**src/rtl/sdram_req_arbiter_if.sv**
```systemverilog
// Request/response/controller bus bundle for sdram_req_arbiter.
// slave = arbiter side, master = traffic sources + controller side.
interface sdram_req_arbiter_if #(
  parameter int ADDR_WIDTH = 24,
  parameter int DATA_WIDTH = 16
);
  logic                  reader_valid_i;
  logic                  reader_ready_o;
  logic [ADDR_WIDTH-1:0] reader_addr_i;
  logic                  writer_valid_i;
  logic                  writer_ready_o;
  logic [ADDR_WIDTH-1:0] writer_addr_i;
  logic [DATA_WIDTH-1:0] writer_data_i;
  logic                  resp_valid_o;
  logic                  resp_ready_i;
  logic [DATA_WIDTH-1:0] resp_data_o;
  logic                  resp_last_o;
  logic                  ctrl_cmd_valid_o;
  logic                  ctrl_cmd_ready_i;
  logic                  ctrl_cmd_we_o;
  logic [ADDR_WIDTH-1:0] ctrl_cmd_addr_o;
  logic                  ctrl_wdata_valid_o;
  logic                  ctrl_wdata_ready_i;
  logic [DATA_WIDTH-1:0] ctrl_wdata_o;
  logic                  ctrl_rdata_valid_i;
  logic [DATA_WIDTH-1:0] ctrl_rdata_i;

  modport slave (
    input  reader_valid_i, reader_addr_i,
    output reader_ready_o,
    input  writer_valid_i, writer_addr_i, writer_data_i,
    output writer_ready_o,
    output resp_valid_o, resp_data_o, resp_last_o,
    input  resp_ready_i,
    output ctrl_cmd_valid_o, ctrl_cmd_we_o, ctrl_cmd_addr_o,
    input  ctrl_cmd_ready_i,
    output ctrl_wdata_valid_o, ctrl_wdata_o,
    input  ctrl_wdata_ready_i,
    input  ctrl_rdata_valid_i, ctrl_rdata_i
  );

  modport master (
    output reader_valid_i, reader_addr_i,
    input  reader_ready_o,
    output writer_valid_i, writer_addr_i, writer_data_i,
    input  writer_ready_o,
    input  resp_valid_o, resp_data_o, resp_last_o,
    output resp_ready_i,
    input  ctrl_cmd_valid_o, ctrl_cmd_we_o, ctrl_cmd_addr_o,
    output ctrl_cmd_ready_i,
    input  ctrl_wdata_valid_o, ctrl_wdata_o,
    output ctrl_wdata_ready_i,
    output ctrl_rdata_valid_i, ctrl_rdata_i
  );
endinterface

```
**src/rtl/sdram_req_arbiter.sv**
```systemverilog
// Round-robin front-end for SDRAM burst reads/writes: one controller command
// per burst, write data passed through, read data returned via an FWFT FIFO.
module sdram_req_arbiter #(
  parameter int ADDR_WIDTH   = 24,
  parameter int DATA_WIDTH   = 16,
  parameter int BURST_LENGTH = 8,
  parameter int RFIFO_DEPTH  = 16
) (
  input  logic                clk_axi,
  input  logic                rstn_axi,
  sdram_req_arbiter_if.slave  bus,
  output logic                busy_o,
  output logic                err_o
);

  localparam int BEAT_W = $clog2(BURST_LENGTH);
  localparam int PTR_W  = $clog2(RFIFO_DEPTH);
  localparam logic [BEAT_W-1:0] LAST_BEAT  = BEAT_W'(BURST_LENGTH - 1);
  localparam logic [PTR_W:0]    RD_OCC_MAX = (PTR_W + 1)'(RFIFO_DEPTH - BURST_LENGTH);

  typedef enum logic [2:0] {
    S_IDLE,
    S_WR_CMD,
    S_WR_DATA,
    S_RD_CMD,
    S_RD_WAIT
  } state_t;

  state_t                state_q, state_d;
  logic                  last_grant_w_q;  // 0 = reader served last
  logic [ADDR_WIDTH-1:0] addr_q;
  logic [BEAT_W-1:0]     beat_q;
  logic [PTR_W:0]        wr_ptr_q, rd_ptr_q, occupancy;
  logic [DATA_WIDTH:0]   mem [RFIFO_DEPTH];
  logic [DATA_WIDTH:0]   head;
  logic                  fifo_empty, push, pop;
  logic                  wr_elig, rd_elig, grant_w, grant_r;
  logic                  wr_beat, last_beat;

  assign occupancy  = wr_ptr_q - rd_ptr_q;
  assign fifo_empty = (occupancy == '0);
  assign last_beat  = (beat_q == LAST_BEAT);

  // Reads need a whole burst of FIFO space reserved up front, since the
  // controller's read strobe cannot be stalled; same-cycle pops are not credited.
  assign wr_elig = bus.writer_valid_i;
  assign rd_elig = bus.reader_valid_i && (occupancy <= RD_OCC_MAX);
  assign grant_w = (state_q == S_IDLE) && wr_elig && (!rd_elig || !last_grant_w_q);
  assign grant_r = (state_q == S_IDLE) && rd_elig && !grant_w;

  assign wr_beat = (state_q == S_WR_DATA) && bus.writer_valid_i && bus.ctrl_wdata_ready_i;
  assign push    = (state_q == S_RD_WAIT) && bus.ctrl_rdata_valid_i;
  assign pop     = !fifo_empty && bus.resp_ready_i;

  always_comb begin
    state_d                = state_q;
    bus.reader_ready_o     = 1'b0;
    bus.writer_ready_o     = 1'b0;
    bus.ctrl_cmd_valid_o   = 1'b0;
    bus.ctrl_cmd_we_o      = 1'b0;
    bus.ctrl_wdata_valid_o = 1'b0;
    bus.ctrl_wdata_o       = '0;
    case (state_q)
      S_IDLE: begin
        bus.writer_ready_o = grant_w;
        bus.reader_ready_o = grant_r;
        if (grant_w)      state_d = S_WR_CMD;
        else if (grant_r) state_d = S_RD_CMD;
      end
      S_WR_CMD: begin
        bus.ctrl_cmd_valid_o = 1'b1;
        bus.ctrl_cmd_we_o    = 1'b1;
        if (bus.ctrl_cmd_ready_i) state_d = S_WR_DATA;
      end
      S_WR_DATA: begin
        bus.ctrl_wdata_valid_o = bus.writer_valid_i;
        bus.writer_ready_o     = bus.ctrl_wdata_ready_i;
        bus.ctrl_wdata_o       = bus.writer_data_i;
        if (wr_beat && last_beat) state_d = S_IDLE;
      end
      S_RD_CMD: begin
        bus.ctrl_cmd_valid_o = 1'b1;
        if (bus.ctrl_cmd_ready_i) state_d = S_RD_WAIT;
      end
      S_RD_WAIT: begin
        if (push && last_beat) state_d = S_IDLE;
      end
      default: state_d = S_IDLE;
    endcase
  end

  always_ff @(posedge clk_axi or negedge rstn_axi) begin
    if (!rstn_axi) begin
      state_q        <= S_IDLE;
      last_grant_w_q <= 1'b0;
      addr_q         <= '0;
      beat_q         <= '0;
      wr_ptr_q       <= '0;
      rd_ptr_q       <= '0;
      err_o          <= 1'b0;
    end else begin
      state_q <= state_d;
      if (grant_w) begin
        addr_q         <= bus.writer_addr_i;
        beat_q         <= '0;
        last_grant_w_q <= 1'b1;
      end else if (grant_r) begin
        addr_q         <= bus.reader_addr_i;
        beat_q         <= '0;
        last_grant_w_q <= 1'b0;
      end else if (wr_beat || push) begin
        beat_q <= beat_q + 1'b1;
      end
      if (push) wr_ptr_q <= wr_ptr_q + 1'b1;
      if (pop)  rd_ptr_q <= rd_ptr_q + 1'b1;
      if (bus.ctrl_rdata_valid_i && (state_q != S_RD_WAIT)) err_o <= 1'b1;
    end
  end

  always_ff @(posedge clk_axi) begin
    if (push) mem[wr_ptr_q[PTR_W-1:0]] <= {last_beat, bus.ctrl_rdata_i};
  end

  // Storage is not reset, so the head is masked to keep outputs at zero when empty.
  assign head             = mem[rd_ptr_q[PTR_W-1:0]];
  assign bus.resp_valid_o = !fifo_empty;
  assign bus.resp_data_o  = fifo_empty ? '0 : head[DATA_WIDTH-1:0];
  assign bus.resp_last_o  = !fifo_empty && head[DATA_WIDTH];
  assign bus.ctrl_cmd_addr_o = addr_q;
  assign busy_o           = (state_q != S_IDLE) || !fifo_empty;

endmodule

```
**src/flat_wrapper.sv**
```systemverilog
// flat-port wrapper written by rule: the top's interface ports become plain ports
module sdram_req_arbiter_flat 
#(
  parameter int ADDR_WIDTH   = 24,
  parameter int DATA_WIDTH   = 16,
  parameter int BURST_LENGTH = 8,
  parameter int RFIFO_DEPTH  = 16
)
  (clk_axi, rstn_axi, busy_o, err_o, bus_reader_valid_i, bus_reader_addr_i, bus_reader_ready_o, bus_writer_valid_i, bus_writer_addr_i, bus_writer_data_i, bus_writer_ready_o, bus_resp_valid_o, bus_resp_data_o, bus_resp_last_o, bus_resp_ready_i, bus_ctrl_cmd_valid_o, bus_ctrl_cmd_we_o, bus_ctrl_cmd_addr_o, bus_ctrl_cmd_ready_i, bus_ctrl_wdata_valid_o, bus_ctrl_wdata_o, bus_ctrl_wdata_ready_i, bus_ctrl_rdata_valid_i, bus_ctrl_rdata_i);
  sdram_req_arbiter_if #(.ADDR_WIDTH(ADDR_WIDTH), .DATA_WIDTH(DATA_WIDTH)) bus_i ();
  input  logic clk_axi;
  input  logic rstn_axi;
  output logic busy_o;
  output logic err_o;
  input wire logic [$bits(bus_i.reader_valid_i)-1:0] bus_reader_valid_i;
  input wire logic [$bits(bus_i.reader_addr_i)-1:0] bus_reader_addr_i;
  output wire logic [$bits(bus_i.reader_ready_o)-1:0] bus_reader_ready_o;
  input wire logic [$bits(bus_i.writer_valid_i)-1:0] bus_writer_valid_i;
  input wire logic [$bits(bus_i.writer_addr_i)-1:0] bus_writer_addr_i;
  input wire logic [$bits(bus_i.writer_data_i)-1:0] bus_writer_data_i;
  output wire logic [$bits(bus_i.writer_ready_o)-1:0] bus_writer_ready_o;
  output wire logic [$bits(bus_i.resp_valid_o)-1:0] bus_resp_valid_o;
  output wire logic [$bits(bus_i.resp_data_o)-1:0] bus_resp_data_o;
  output wire logic [$bits(bus_i.resp_last_o)-1:0] bus_resp_last_o;
  input wire logic [$bits(bus_i.resp_ready_i)-1:0] bus_resp_ready_i;
  output wire logic [$bits(bus_i.ctrl_cmd_valid_o)-1:0] bus_ctrl_cmd_valid_o;
  output wire logic [$bits(bus_i.ctrl_cmd_we_o)-1:0] bus_ctrl_cmd_we_o;
  output wire logic [$bits(bus_i.ctrl_cmd_addr_o)-1:0] bus_ctrl_cmd_addr_o;
  input wire logic [$bits(bus_i.ctrl_cmd_ready_i)-1:0] bus_ctrl_cmd_ready_i;
  output wire logic [$bits(bus_i.ctrl_wdata_valid_o)-1:0] bus_ctrl_wdata_valid_o;
  output wire logic [$bits(bus_i.ctrl_wdata_o)-1:0] bus_ctrl_wdata_o;
  input wire logic [$bits(bus_i.ctrl_wdata_ready_i)-1:0] bus_ctrl_wdata_ready_i;
  input wire logic [$bits(bus_i.ctrl_rdata_valid_i)-1:0] bus_ctrl_rdata_valid_i;
  input wire logic [$bits(bus_i.ctrl_rdata_i)-1:0] bus_ctrl_rdata_i;
  assign bus_i.reader_valid_i = bus_reader_valid_i;
  assign bus_i.reader_addr_i = bus_reader_addr_i;
  assign bus_reader_ready_o = bus_i.reader_ready_o;
  assign bus_i.writer_valid_i = bus_writer_valid_i;
  assign bus_i.writer_addr_i = bus_writer_addr_i;
  assign bus_i.writer_data_i = bus_writer_data_i;
  assign bus_writer_ready_o = bus_i.writer_ready_o;
  assign bus_resp_valid_o = bus_i.resp_valid_o;
  assign bus_resp_data_o = bus_i.resp_data_o;
  assign bus_resp_last_o = bus_i.resp_last_o;
  assign bus_i.resp_ready_i = bus_resp_ready_i;
  assign bus_ctrl_cmd_valid_o = bus_i.ctrl_cmd_valid_o;
  assign bus_ctrl_cmd_we_o = bus_i.ctrl_cmd_we_o;
  assign bus_ctrl_cmd_addr_o = bus_i.ctrl_cmd_addr_o;
  assign bus_i.ctrl_cmd_ready_i = bus_ctrl_cmd_ready_i;
  assign bus_ctrl_wdata_valid_o = bus_i.ctrl_wdata_valid_o;
  assign bus_ctrl_wdata_o = bus_i.ctrl_wdata_o;
  assign bus_i.ctrl_wdata_ready_i = bus_ctrl_wdata_ready_i;
  assign bus_i.ctrl_rdata_valid_i = bus_ctrl_rdata_valid_i;
  assign bus_i.ctrl_rdata_i = bus_ctrl_rdata_i;
  sdram_req_arbiter #(.ADDR_WIDTH(ADDR_WIDTH), .DATA_WIDTH(DATA_WIDTH), .BURST_LENGTH(BURST_LENGTH), .RFIFO_DEPTH(RFIFO_DEPTH)) u_core (.clk_axi(clk_axi), .rstn_axi(rstn_axi), .bus(bus_i), .busy_o(busy_o), .err_o(err_o));
endmodule
```
**config.mk**
```make
export PLATFORM = sky130hd
export DESIGN_NAME = sdram_req_arbiter_flat
export DESIGN_NICKNAME = d
export VERILOG_FILES = /design/src/rtl/sdram_req_arbiter_if.sv /design/src/rtl/sdram_req_arbiter.sv /design/src/flat_wrapper.sv
export SDC_FILE = /design/constraint.sdc
export NUM_CORES = 1
export LEC_CHECK = 0
export CORE_ASPECT_RATIO = 0.8
export CORE_MARGIN = 2
export CORE_UTILIZATION = 45
export CTS_CLUSTER_DIAMETER = 40
export CTS_CLUSTER_SIZE = 8
export DETAILED_ROUTE_END_ITERATION = 10
export PLACE_DENSITY = 0.67
export SETUP_SLACK_MARGIN = 0.15
export SLEW_MARGIN = 15
export SYNTH_ARGS = -nofsm -noshare
export SYNTH_HDL_FRONTEND = slang
export SYNTH_SLANG_ARGS = --single-unit
```
**constraint.sdc**
```tcl
create_clock -name clk_axi -period 5.21 [get_ports clk_axi]
set_clock_uncertainty 0.2 [all_clocks]
set_input_delay 1.042 -clock clk_axi [delete_from_list [all_inputs] [get_ports clk_axi]]
set_output_delay 1.042 -clock clk_axi [all_outputs]
set_load 0.1 [all_outputs]
```
==> results of run 1 <==
[critical path, cell delays in order (launching register included)]
cell,delay [ns]
dfrtp_4,0.78
ha_1,0.27
and3b_1,0.19
o21ai_0,0.24
o311ai_2,0.16
o211a_4,0.19
a21oi_4,0.55
a21o_1,0.14
buf_4,0.28
[cell families (layout without fill, tap and decap cells)]
logic type | Yosys count | after routing | share of synthesized area
adders and majority gates | 11 | 11 | 0.0107
buffers and inverters | 113 | 328 | 0.0371
xor gates and xnor gates | 12 | 12 | 0.00928
and+or+nand+nor | 89 | 89 | 0.0381
AOI/OAI and AO/OA | 48 | 48 | 0.0342
DFF | 314 | 314 | 0.719
muxes | 87 | 87 | 0.151
[cells in the mapped netlist (2+ instances only)]
master / instances
mux2_2: 2
nor3_1: 5
dfrtp_1: 42
buf_6: 4
xor2_1: 5
or4_1: 2
inv_1: 78
o21ai_0: 3
a21o_1: 3
and2_1: 20
a222oi_1: 24
clkbuf_1: 15
edfxtp_1: 272
nor2b_1: 19
a31o_2: 2
ha_1: 11
nand4_1: 3
inv_2: 2
nor2_1: 15
buf_2: 11
and3_1: 2
mux4_2: 85
nand2_1: 14
a21oi_1: 4
nand2b_1: 5
xnor2_1: 6
buf_4: 2
[report_power, final]
group / switching (mW) / total (mW) / internal (mW)
registers: 0.192 / 3.10 / 2.91
logic: 3.38 / 4.89 / 1.51
clock network: 1.01 / 2.70 / 1.69
[cell type report]
cell class | instances | area [sq um]
Clock buffer | 63 | 1280
Clock inverter | 8 | 58.8
Fill cell | 2088 | 12000
Inverter | 80 | 300
Multi-Input combinational cell | 247 | 3150
Sequential cell | 314 | 9220
Tap cell | 370 | 463
Timing Repair Buffer | 177 | 1630
[cells in the final DEF, fill, tap and decap left out, types with 3 or more instances in the layout]
cell,Yosys,final
a21oi_1,4,4
nor2_1,15,14
nor2b_1,19,19
dfrtp_1,42,40
a21o_1,3,3
nand4_1,3,3
o21ai_0,3,3
buf_4,2,61
nor3_2,0,4
edfxtp_1,272,272
clkinv_2,0,4
inv_1,78,78
ha_1,11,11
clkbuf_1,15,13
xnor2_1,6,6
nand2_1,14,14
clkdlybuf4s50_1,0,113
nand2b_1,5,5
xor2_1,5,5
a222oi_1,24,24
mux4_2,85,85
clkbuf_16,0,48
and2_1,20,20
[routing by layer]
layer / wire length (microns) / vias up / global-route usage
met4: 556 / 0 / 0.0603
met2: 14500 / 263 / 0.327
li1: - / 3030 / -
met3: 1490 / 46 / 0.0305
met1: 11800 / 3615 / 0.260
met5: 0 / - / 0
[registers in the layout, indices dropped and copies added, names as in the netlist]
name and flops:
u_core.mem 272, u_core.bus.ctrl_cmd_addr_o 24, u_core.rd_ptr_q 5, u_core.wr_ptr_q 5
u_core.beat_q 3, u_core.state_q 3, u_core.err_o 1, u_core.last_grant_w_q 1
[final timing paths]
check / endpoint / slack (ns) / depth (start not counted)
worst min-delay path: u_core.err_o / 0.29 / 1
worst max register to register: u_core.state_q[0] / 1.86 / 7
worst min register to register: u_core.err_o / 0.29 / 1
worst max-delay path: bus_writer_ready_o / 0.62 / 8
min in group asynchronous: u_core.bus.ctrl_cmd_addr_o[15] / 0.46 / 1
max in group asynchronous: u_core.rd_ptr_q[0] / 3.63 / 1
[per-stage QoR]
stage                     worst slack, ns  utilization
after floorplan                     0.693            -
after global placement               1.26        0.525
after detailed placement             1.18        0.525
after CTS                           0.609        0.572
after global routing                0.350        0.572
final                               0.622        0.572
==> out/metrics.sh, run 1 <==
TIMING.FMAX_MHz=218
FINALWORSTPATHREQUIREDPERIOD_NS=4.59
YS.WARNINGS.COUNT=0
POWER.DENSITY_nW_PER_UM2=664
CLK_PIN_SLEW_NS=0.04
FINALCRITPERIODSHARE=0.881
FINALWIRELENGTH_MICRONS=28400
ASYNC_FLOP_SHARE=0.134
POWER_mW=10.7
P_LEAK_nW=5.84
REGTOREGSTARTPOINT='u_core.rd_ptr_q[0]'
POSTSYNTHAREAPERCELL_SQ_UM=19.0
MAX_SLEW_MARGIN=0.268
DIE-HEIGHT_MICRONS=155
SYNTH_ENABLE_FLOP_CELLS=272
PORT_BUFFERS=152
VDD_IR_DROP_MAX_mV=0.653
SYNTH_TOP_AREA_FRAC=0.637
CLOCK_SINKS=314
CTS_INSERTED_BUFFERS=48
HOLDWS_NS=0.286
CTS_ROOT_BUF='clkbuf_16'
CRIT_ARRIVAL_NS=3.35
SYNTH_AREA_LEADER_CELL='edfxtp_1'
CP-END-KIND='output pin'
POST_SYNTH_INSTANCE_AREA_SQ_UM=12800
POST-ROUTE-DRC-COUNT=0
INITIAL_CORE_UTIL=0.455
HTREEDEPTH=2
NUM_ROWS=55
GRT.TOTAL_USAGE=0.193
WL_PER_CELL_MICRONS=22.6
FLOORPLAN.DIE.WIDTH_MICRONS=193
CTSRESIZECOUNT=0
DRT_FIRST_ITER_VIOLATIONS=828
SYNTH_CELL_TYPES=45
DRIVE_GT1_FRAC=0.253
FINAL_ANTENNA_DIODE_COUNT=0
VIASPERCELL=5.52
CRITICAL_PATH.MAX_FANOUT=27
SYNTH_FP_NETS=773
ANT_NETS=0
WORST_SETUP_PATH_START_KIND='flop'
TIMING.CRITICAL_PATH.FROM='u_core.rd_ptr_q[0]'
GRT_PASS1_WL_MICRONS=42900
NUMBER_OF_MAX_SLEW_VIOLATIONS_IN_THE_FINAL_REPORT=0
CTS.REPAIR_TIMING.SETUP_BUFFER_COUNT=0
YOSYSSEQAREASHARE=0.719
FINAL-SETUP-VIOL-COUNT=0
TIMING.HOLD.WORST.CLASS='flop to flop'
FIN_SETUP_TNS_NS=0
GRT_PASS1_VIAS=7398
DETAILROUTE.VIA_COUNT=6954
POSTSYNTHCELLCOUNT=674
TIMING.HOLD.WORST.START='u_core.err_o'
OUTCOME='completed'
GRT_SETUP_UNREPAIRED='no'
CLOCK_TREE.BUFFER_DEPTH=3
SYNTH-MAIN-FF-CELL='edfxtp_1'
TOTAL_GR_OVERFLOW=0
MAX-CAP-VIOLATIONS=0
WORST-SETUP-PATH-TYPE='flop to output pin'
CRITPATHREQUIREDTIME_NS=3.97
LARGEST_NET_DEGREE_AT_THE_START_OF_GLOBAL_ROUTING=71
TIMING.FINAL.HOLD_VIOLATIONS=0
SYNTHTOPCELLSBYAREA='edfxtp_1 64%, mux4_2 15%, dfrtp_1 8.2%'
PLACEDINSTANCEAREA_SQ_UM=14800
LAYOUT.CELL_AREA.NON_FILLER_SQ_UM=16100
DESIGN.PORTCOUNT=153
WORSTSKEWPAIRLATENCY_NS=0.53
MAX_SLEW.WORST_PIN.SLEW_NS=1.10
DRT_PASS1_ITERATIONS=8
SYNTHTOLAYOUTAREAGROWTH_PCT=25.7
FINAL_CELLS=1259
DETAILED_PLACE_HPWL_MICRONS=17300
HOLD_BUFFERS=0
GRT_ANTENNA_BEFORE_REPAIR=0
TRITONCTS_CLOCK_TREE='built'
CORE-AREA_SQ_UM=28100
FINALWEIGHTEDCONGESTION=0.791
YS_SEQ_ELEMENTS=314
PLACE_INST=1188
DIE_AREA_SQ_UM=29800
LAYOUT.NETS=967
Power figures use the tool's default switching activity.
==> run 2, diff against run 1 <==
--- a/config.mk
+++ b/config.mk
@@ -11,6 +11,7 @@
 export CTS_CLUSTER_DIAMETER = 40
 export CTS_CLUSTER_SIZE = 8
 export DETAILED_ROUTE_END_ITERATION = 10
+export GPL_TIMING_DRIVEN = 0
 export PLACE_DENSITY = 0.67
 export SETUP_SLACK_MARGIN = 0.15
 export SLEW_MARGIN = 15
==> run 2 against run 1 <==
Against the previous run:
- worst hold slack got worse by 0.025 ns
- clock power rose by 6%
- critical path depth rose by 3
- final cell count rose by 2.0%
- global-route usage rose by 1.5 points
- fmax fell by 6.0%
- setup slack got worse by 0.29 ns
- core utilization rose by 1.2 points
- non-clock buffer count rose by 23
- power rose by 2.1%
- count of clock-buffer cells in the layout rose by 1
- highest routed layer unchanged
==> out/metrics.sh, run 2 (synthesis gave the netlist of run 1 again) <==
LAYOUT.CELLS.MOST_COMMON='edfxtp_1'
CRIT_ARRIVAL_NS=3.64  # +0.29 ns
FINALWORSTPATHREQUIREDPERIOD_NS=4.88  # +0.292 ns
WORST_SETUP_PATH_START_KIND='flop'
WORST-SETUP-PATH-TYPE='flop to output pin'
LIST_OF_CELLS_TRAVERSED_BY_THE_CRITICAL_PATH='clkbuf_2 > clkbuf_8 > inv_1 > ha_1 > and3b_1 > or4_1 > a211oi_2 > buf_4 > buf_4 > nor2b_1 > clkbuf_4'
WORSTSKEWPAIRLATENCY_NS=0.53  # about the same
CRITICAL-PATH-SLOWEST-CELL='or4_1'
FINAL_ANTENNA_DIODE_COUNT=0  # unchanged
CTS_ROOT_BUF='clkbuf_16'
TIMING.FMAX_MHz=205  # -6.0%
FINALWEIGHTEDCONGESTION=0.752  # -4.9%
REGTOREGSTARTPOINT='u_core.rd_ptr_q[1]'
POWER.DENSITY_nW_PER_UM2=664  # about the same
NUMBER_OF_MAX_SLEW_VIOLATIONS_IN_THE_FINAL_REPORT=0  # unchanged
TOP_LIBRARY_CELLS_BY_USAGE_IN_THE_LAYOUT_FILL_AND_TAPS_ASIDE='272 x edfxtp_1, 130 x clkdlybuf4s50_1, 85 x mux4_2'
TIMING.CRITICAL_PATH.SLOWEST_CELL_DELAY_NS=0.52  # -0.26 ns
ANT_NETS=0  # unchanged
FINAL-SETUP-VIOL-COUNT=0  # unchanged
WL_PER_CELL_MICRONS=23.4  # +3.6%
CLK_PIN_SLEW_NS=0.05  # about the same
CP-END-KIND='output pin'
OUTCOME='completed'
DIE-HEIGHT_MICRONS=155  # unchanged
MAX_SLEW.WORST_PIN.SLEW_NS=1.01  # -0.0919 ns
DIE_AREA_SQ_UM=29800  # unchanged
TRITONCTS_CLOCK_TREE='built'
POST-ROUTE-DRC-COUNT=0  # unchanged
CRITICAL_PATH.MAX_FANOUT=10  # -63%
CTS.REPAIR_TIMING.SETUP_BUFFER_COUNT=0  # unchanged
GRT.TOTAL_USAGE=0.208  # +0.0147
DRT_PASS1_ITERATIONS=7  # -1
PORT_BUFFERS=152  # unchanged
LAYOUT.NETS=990  # +2.4%
GRT_ANTENNA_BEFORE_REPAIR=0  # unchanged
VDD_IR_DROP_MAX_mV=0.602  # -7.7%
GRT_SETUP_UNREPAIRED='no'
TIMING.FINAL.HOLD_VIOLATIONS=0  # unchanged
DRT_FIRST_ITER_VIOLATIONS=858  # +3.6%
MAX-CAP-VIOLATIONS=0  # unchanged
DETAILROUTE.VIA_COUNT=7048  # +1.4%
VIASPERCELL=5.49  # -0.62%
MAX_SLEW_MARGIN=0.327  # +0.0593
FLOORPLAN.DIE.WIDTH_MICRONS=193  # unchanged
SYNTHTOLAYOUTAREAGROWTH_PCT=28.3
TOTAL_GR_OVERFLOW=0  # unchanged
P_LEAK_nW=5.91  # +1.2%
CLOCK_TREE.BUFFER_DEPTH=3  # unchanged
GRT_PASS1_VIAS=7343  # -0.74%
DRIVE_GT1_FRAC=0.240  # -0.0135
CORE-AREA_SQ_UM=28100  # unchanged
LARGEST_NET_DEGREE_AT_THE_START_OF_GLOBAL_ROUTING=26  # -63%
HTREEDEPTH=2  # unchanged
CTS_INSERTED_BUFFERS=48  # unchanged
HOLDWS_NS=0.261  # -0.0247 ns
TIMING.CRITICAL_PATH.FROM='u_core.rd_ptr_q[1]'
GRT_PASS1_WL_MICRONS=45200  # +5.2%
FINALCRITPERIODSHARE=0.937  # +0.0560
LARGEST_REGISTER_FFS=272  # unchanged
CLOCK_SINKS=314  # unchanged
DESIGN.PORTCOUNT=153  # unchanged
CRIT_TOP_CELL='buf_4'
FIN_SETUP_TNS_NS=0  # unchanged
INITIAL_CORE_UTIL=0.455  # unchanged
FINALWIRELENGTH_MICRONS=30000  # +5.6%
TIMING.HOLD.WORST.CLASS='primary input to async pin'
DETAILED_PLACE_HPWL_MICRONS=19200  # +11%
CRITPATHREQUIREDTIME_NS=3.97  # about the same
NUM_ROWS=55  # unchanged
## run 2: cell types whose count changed in the layout (fill, tap and decap cells not counted), sizes merged
cell and change:
buf -20, clkbuf +18, clkdlybuf4s50 +17, dlygate4sd2 +9
bufinv +3, clkinv -2
## run 2: per-stage QoR
step / setup slack [ns] / area [sq um] / power, mW / std cells / utilization
2_1_floorplan: 0.693 / 12800 / 6.95 / 674 / -
3_3_place_gp: -0.573 / 14800 / 8.17 / 1196 / 0.526
3_5_place_dp: -0.481 / 15100 / 8.23 / 1211 / 0.535
4_1_cts: 0.0595 / 16400 / 11.0 / 1284 / 0.584
5_1_grt: 0.194 / 16400 / 11.3 / 1284 / 0.584
6_report: 0.330 / 16400 / 10.9 / 1284 / 0.584
## run 2: critical path: cells and delay by family (launching register included)
family,cells,cell delay [ns]
compound gates,1,0.28
simple gates,3,0.83
flops,1,0.35
buf+inv,6,1.31
fa+ha+maj,1,0.33
## run 2: final cells by class
type	instances	area, sq um
clock buffer	64	1280
multi-input combinational	247	3210
buffer	33	196
inverter	80	303
sequential	314	9220
timing repair buffer	167	1630
tap	370	463
fill	2054	11700
clock inverter	9	130
## run 2: worst paths after layout
path | end | slack (ns) | cells after the start
min in group clk_axi | u_core.err_o | 0.27 | 1
worst max-delay path | bus_resp_data_o[7] | 0.33 | 11
worst max register to register | u_core.bus.ctrl_cmd_addr_o[6] | 2.03 | 11
worst min-delay path | u_core.bus.ctrl_cmd_addr_o[18] | 0.26 | 1
max in group asynchronous | u_core.wr_ptr_q[0] | 4.05 | 2
worst min register to register | u_core.err_o | 0.27 | 1
## run 2: timing repair
item / in CTS / in global routing
gates cloned: 0 / 0
resized for setup: 72 / 9
setup endpoints to repair: 21 / 20
hold buffers: 0 / 0
## run 2: per-layer routing
| metal | vias up | track usage | wire (microns) |
|---|---|---|---|
| li1 | 3089 | - | - |
| met1 | 3600 | 0.300 | 12900 |
| met2 | 300 | 0.330 | 14600 |
| met3 | 59 | 0.0332 | 1880 |
| met4 | 0 | 0.0632 | 633 |
| met5 | - | 0 | 0 |
## run 2: where the power goes
| group | total [mW] | leakage (nW) | switching (mW) | internal (mW) |
|---|---|---|---|---|
| Clock | 2.86 | 0.685 | 1.02 | 1.84 |
| Combinational | 5.05 | 2.31 | 3.55 | 1.50 |
| Sequential | 3.01 | 2.92 | 0.107 | 2.90 |
==> run 3, diff against run 2 <==
--- a/config.mk
+++ b/config.mk
@@ -13,6 +13,7 @@
 export DETAILED_ROUTE_END_ITERATION = 10
 export GPL_TIMING_DRIVEN = 0
 export PLACE_DENSITY = 0.67
+export REMOVE_ABC_BUFFERS = 1
 export SETUP_SLACK_MARGIN = 0.15
 export SLEW_MARGIN = 15
 export SYNTH_ARGS = -nofsm -noshare
==> run 3 against run 2 <==
Against the previous run:
- first-iteration DRC count shrank 22%
- count of clock-buffer cells in the layout down 3
- sequential power rose by 5%
- final area is 0.69% lower
==> out/metrics.sh, run 3 (synthesis gave the netlist of run 1 again) <==
FINALWORSTPATHREQUIREDPERIOD_NS=5.01  # +0.135 ns
REG2REG_DEPTH=9  # -2
DETAILROUTE.VIA_COUNT=7018  # -0.43%
CTS_INSERTED_BUFFERS=46  # -4.2%
TOTAL_GR_OVERFLOW=0  # unchanged
CLK_PIN_SLEW_NS=0.05  # about the same
WL_PER_CELL_MICRONS=23.3  # -0.41%
OUTCOME='completed'
CRITPATHREQUIREDTIME_NS=3.97  # about the same
DRT_PASS1_ITERATIONS=8  # +1
GRT.TOTAL_USAGE=0.200  # -0.00766
POWER.SWITCHING_FRACTION=0.430  # +0.00135
P_LEAK_nW=5.80  # -2.0%
WORSTSKEWPAIRLATENCY_NS=0.53  # about the same
GRT_SETUP_UNREPAIRED='yes'
DRT_FIRST_ITER_VIOLATIONS=673  # -22%
PORT_BUFFERS=152  # unchanged
REGTOREGSTARTPOINT='u_core.rd_ptr_q[1]'
GRT_ANTENNA_BEFORE_REPAIR=1  # +1
LARGEST_REGISTER_FFS=272  # unchanged
LARGEST_NET_DEGREE_AT_THE_START_OF_GLOBAL_ROUTING=40  # +54%
GRT_PASS1_WL_MICRONS=44000  # -2.6%
TIMING.FINAL.HOLD_VIOLATIONS=0  # unchanged
LIST_OF_CELLS_TRAVERSED_BY_THE_CRITICAL_PATH='buf_12 > inv_1 > ha_1 > nand2_1 > or4_1 > a22oi_1 > o211a_4 > and3_4 > buf_4'
POST-ROUTE-DRC-COUNT=0  # unchanged
P_INT_mW=6.10  # -2.4%
CLOCK_TREE.BUFFER_DEPTH=3  # unchanged
FINALWEIGHTEDCONGESTION=0.848  # +13%
LAYOUT.CELLS.MOST_COMMON='edfxtp_1'
POWER.DENSITY_nW_PER_UM2=655  # -1.4%
LAYOUT.NETS=960  # -3.0%
NUMBER_OF_MAX_SLEW_VIOLATIONS_IN_THE_FINAL_REPORT=0  # unchanged
DESIGN.PORTCOUNT=153  # unchanged
FINAL_CORE_UTIL=0.580  # -0.00405
MULTI_INPUT_COMB_AREA_SQ_UM=3260  # +1.3%
FILL_CELLS=2014  # -1.9%
TIMING.HOLD.WORST.CLASS='primary input to async pin'
VDD_IR_DROP_MAX_mV=0.532  # -12%
FIN_SETUP_TNS_NS=0  # unchanged
CRIT-REG2REG-CAPTURE='u_core.bus.ctrl_cmd_addr_o[9]'
MAX_SLEW_MARGIN=0.225  # -0.101
TIMING.FMAX_MHz=199  # -2.7%
CRITICAL_PATH.MAX_FANOUT=39  # +29
TIMING.CRITICAL_PATH.SLOWEST_CELL_DELAY_NS=0.63  # +0.11 ns
FINALCRITPERIODSHARE=0.962  # +0.0258
FINAL_ANTENNA_DIODE_COUNT=0  # unchanged
DETAILED_PLACE_HPWL_MICRONS=17500  # -9.0%
AREA.SEQUENTIAL_SQ_UM=9230  # about the same
CORE-AREA_SQ_UM=28100  # unchanged
SHARE_COMB_OF_TOTAL_POWER=0.455  # -0.007
CTS_ROOT_BUF='clkbuf_16'
GRT_PASS1_VIAS=7569  # +3.1%
P_CLK_FRAC=0.249  # -0.013
MAX_SLEW.WORST_PIN.SLEW_NS=1.16  # +0.155 ns
FINALWIRELENGTH_MICRONS=29100  # -3.1%
CRITICAL-PATH-SLOWEST-CELL='dfrtp_4'
PWR-SHARE-SEQ=0.296  # +0.020
DRIVE_GT1_FRAC=0.240  # +0.000439
NUM_ROWS=55  # unchanged
DIE_AREA_SQ_UM=29800  # unchanged
DIE-HEIGHT_MICRONS=155  # unchanged
CLOCK_SINKS=314  # unchanged
HOLD_BUFFERS=0  # unchanged
TOP_LIBRARY_CELLS_BY_USAGE_IN_THE_LAYOUT_FILL_AND_TAPS_ASIDE='272 x edfxtp_1, 130 x clkdlybuf4s50_1, 85 x mux4_2'
PLACE_INST=1180  # -2.6%
SWITCHINGPOWER_mW=4.59  # -1.8%
FLOORPLAN.DIE.WIDTH_MICRONS=193  # unchanged
CP-END-KIND='output pin'
WORST_SETUP_PATH_START_KIND='flop'
VIASPERCELL=5.62  # +2.4%
R2R_SLACK_NS=1.44  # -0.59 ns
FINAL-SETUP-VIOL-COUNT=0  # unchanged
ANT_NETS=0  # unchanged
HOLDWS_NS=0.146  # -0.115 ns
SYNTHTOLAYOUTAREAGROWTH_PCT=27.4
TRITONCTS_CLOCK_TREE='built'
INITIAL_CORE_UTIL=0.455  # unchanged
FINAL_CELLS=1249  # -2.7%
WORST-SETUP-PATH-TYPE='flop to output pin'
MAX-CAP-VIOLATIONS=0  # unchanged
CRIT_ARRIVAL_NS=3.77  # +0.13 ns
HTREEDEPTH=2  # unchanged
-- run 3: cell count changes in the layout (fill, tap and decap cells not counted), moves of 3 or more --
| cell | previous run | this run |
|---|---|---|
| dlygate4sd2_1 | 9 | 0 |
| buf_2 | 21 | 10 |
| clkbuf_1 | 27 | 14 |
| dfrtp_1 | 42 | 39 |
| clkdlybuf4s15_2 | 0 | 9 |
| nor2_4 | 8 | 12 |
| buf_16 | 0 | 4 |
| buf_6 | 13 | 7 |
| nor2_2 | 4 | 0 |
-- run 3: power groups by stage --
stage	sequential [mW]	combinational, mW	clock [mW]
after floorplan	3.88	3.05	0
after global placement	3.38	4.68	0
after detailed placement	3.23	4.92	0
after CTS	3.16	4.90	2.71
after global routing	3.19	5.08	2.82
final	3.16	4.86	2.66
-- run 3: timing repair --
action	4_1_cts	5_1_grt
setup buffers	2	0
pin swaps	2	0
resized for setup	81	8
endpoints found under the setup margin	21	5
cloned	1	0
hold endpoints to repair	0	0
-- run 3: worst max path at each step --
stage / cells after the start / start / endpoint / slack [ns]
CTS: 9 / u_core.rd_ptr_q[1] / bus_reader_ready_o / 0.06
global placement: 6 / u_core.rd_ptr_q[0] / bus_resp_data_o[9] / -4.18
finish: 9 / u_core.rd_ptr_q[1] / bus_reader_ready_o / 0.20
floorplan: 5 / u_core.rd_ptr_q[0] / busy_o / -1.51
global route: 9 / u_core.rd_ptr_q[1] / bus_reader_ready_o / 0.07
detailed placement: 9 / u_core.rd_ptr_q[1] / bus_reader_ready_o / -0.66
-- run 3: cell type report --
cell class              count  share of cell area
inverters                  80              0.0184
well taps                 370              0.0284
repair buffers            171               0.109
clock buffers              61              0.0753
clock inverters             5             0.00445
multi-input cells         248               0.199
flip-flops and latches    314               0.565
-- run 3: metrics by stage --
stage	total power [mW]	setup WS [ns]	cell area [sq um]
6_report	10.7	0.196	16300
5_1_grt	11.1	0.0725	16300
4_1_cts	10.8	0.0623	16300
3_5_place_dp	8.14	-0.659	15000
3_3_place_gp	8.07	-4.18	14600
2_1_floorplan	6.93	-1.51	12600
-- run 3: metal layers --
layer  GRT usage  share of wire
met5           0       0.000069
met4      0.0567          0.020
met3      0.0393          0.074
met2       0.335           0.51
met1       0.270           0.39
-- run 3: worst max-delay path, delay by kind of cell (launching register included) --
kind / cells / cell delay, ns
AOI/OAI and AO/OA: 2 / 0.48
adders and majority gates: 1 / 0.32
buffers and inverters: 3 / 0.75
DFF: 1 / 0.63
and+or+nand+nor: 3 / 1.02
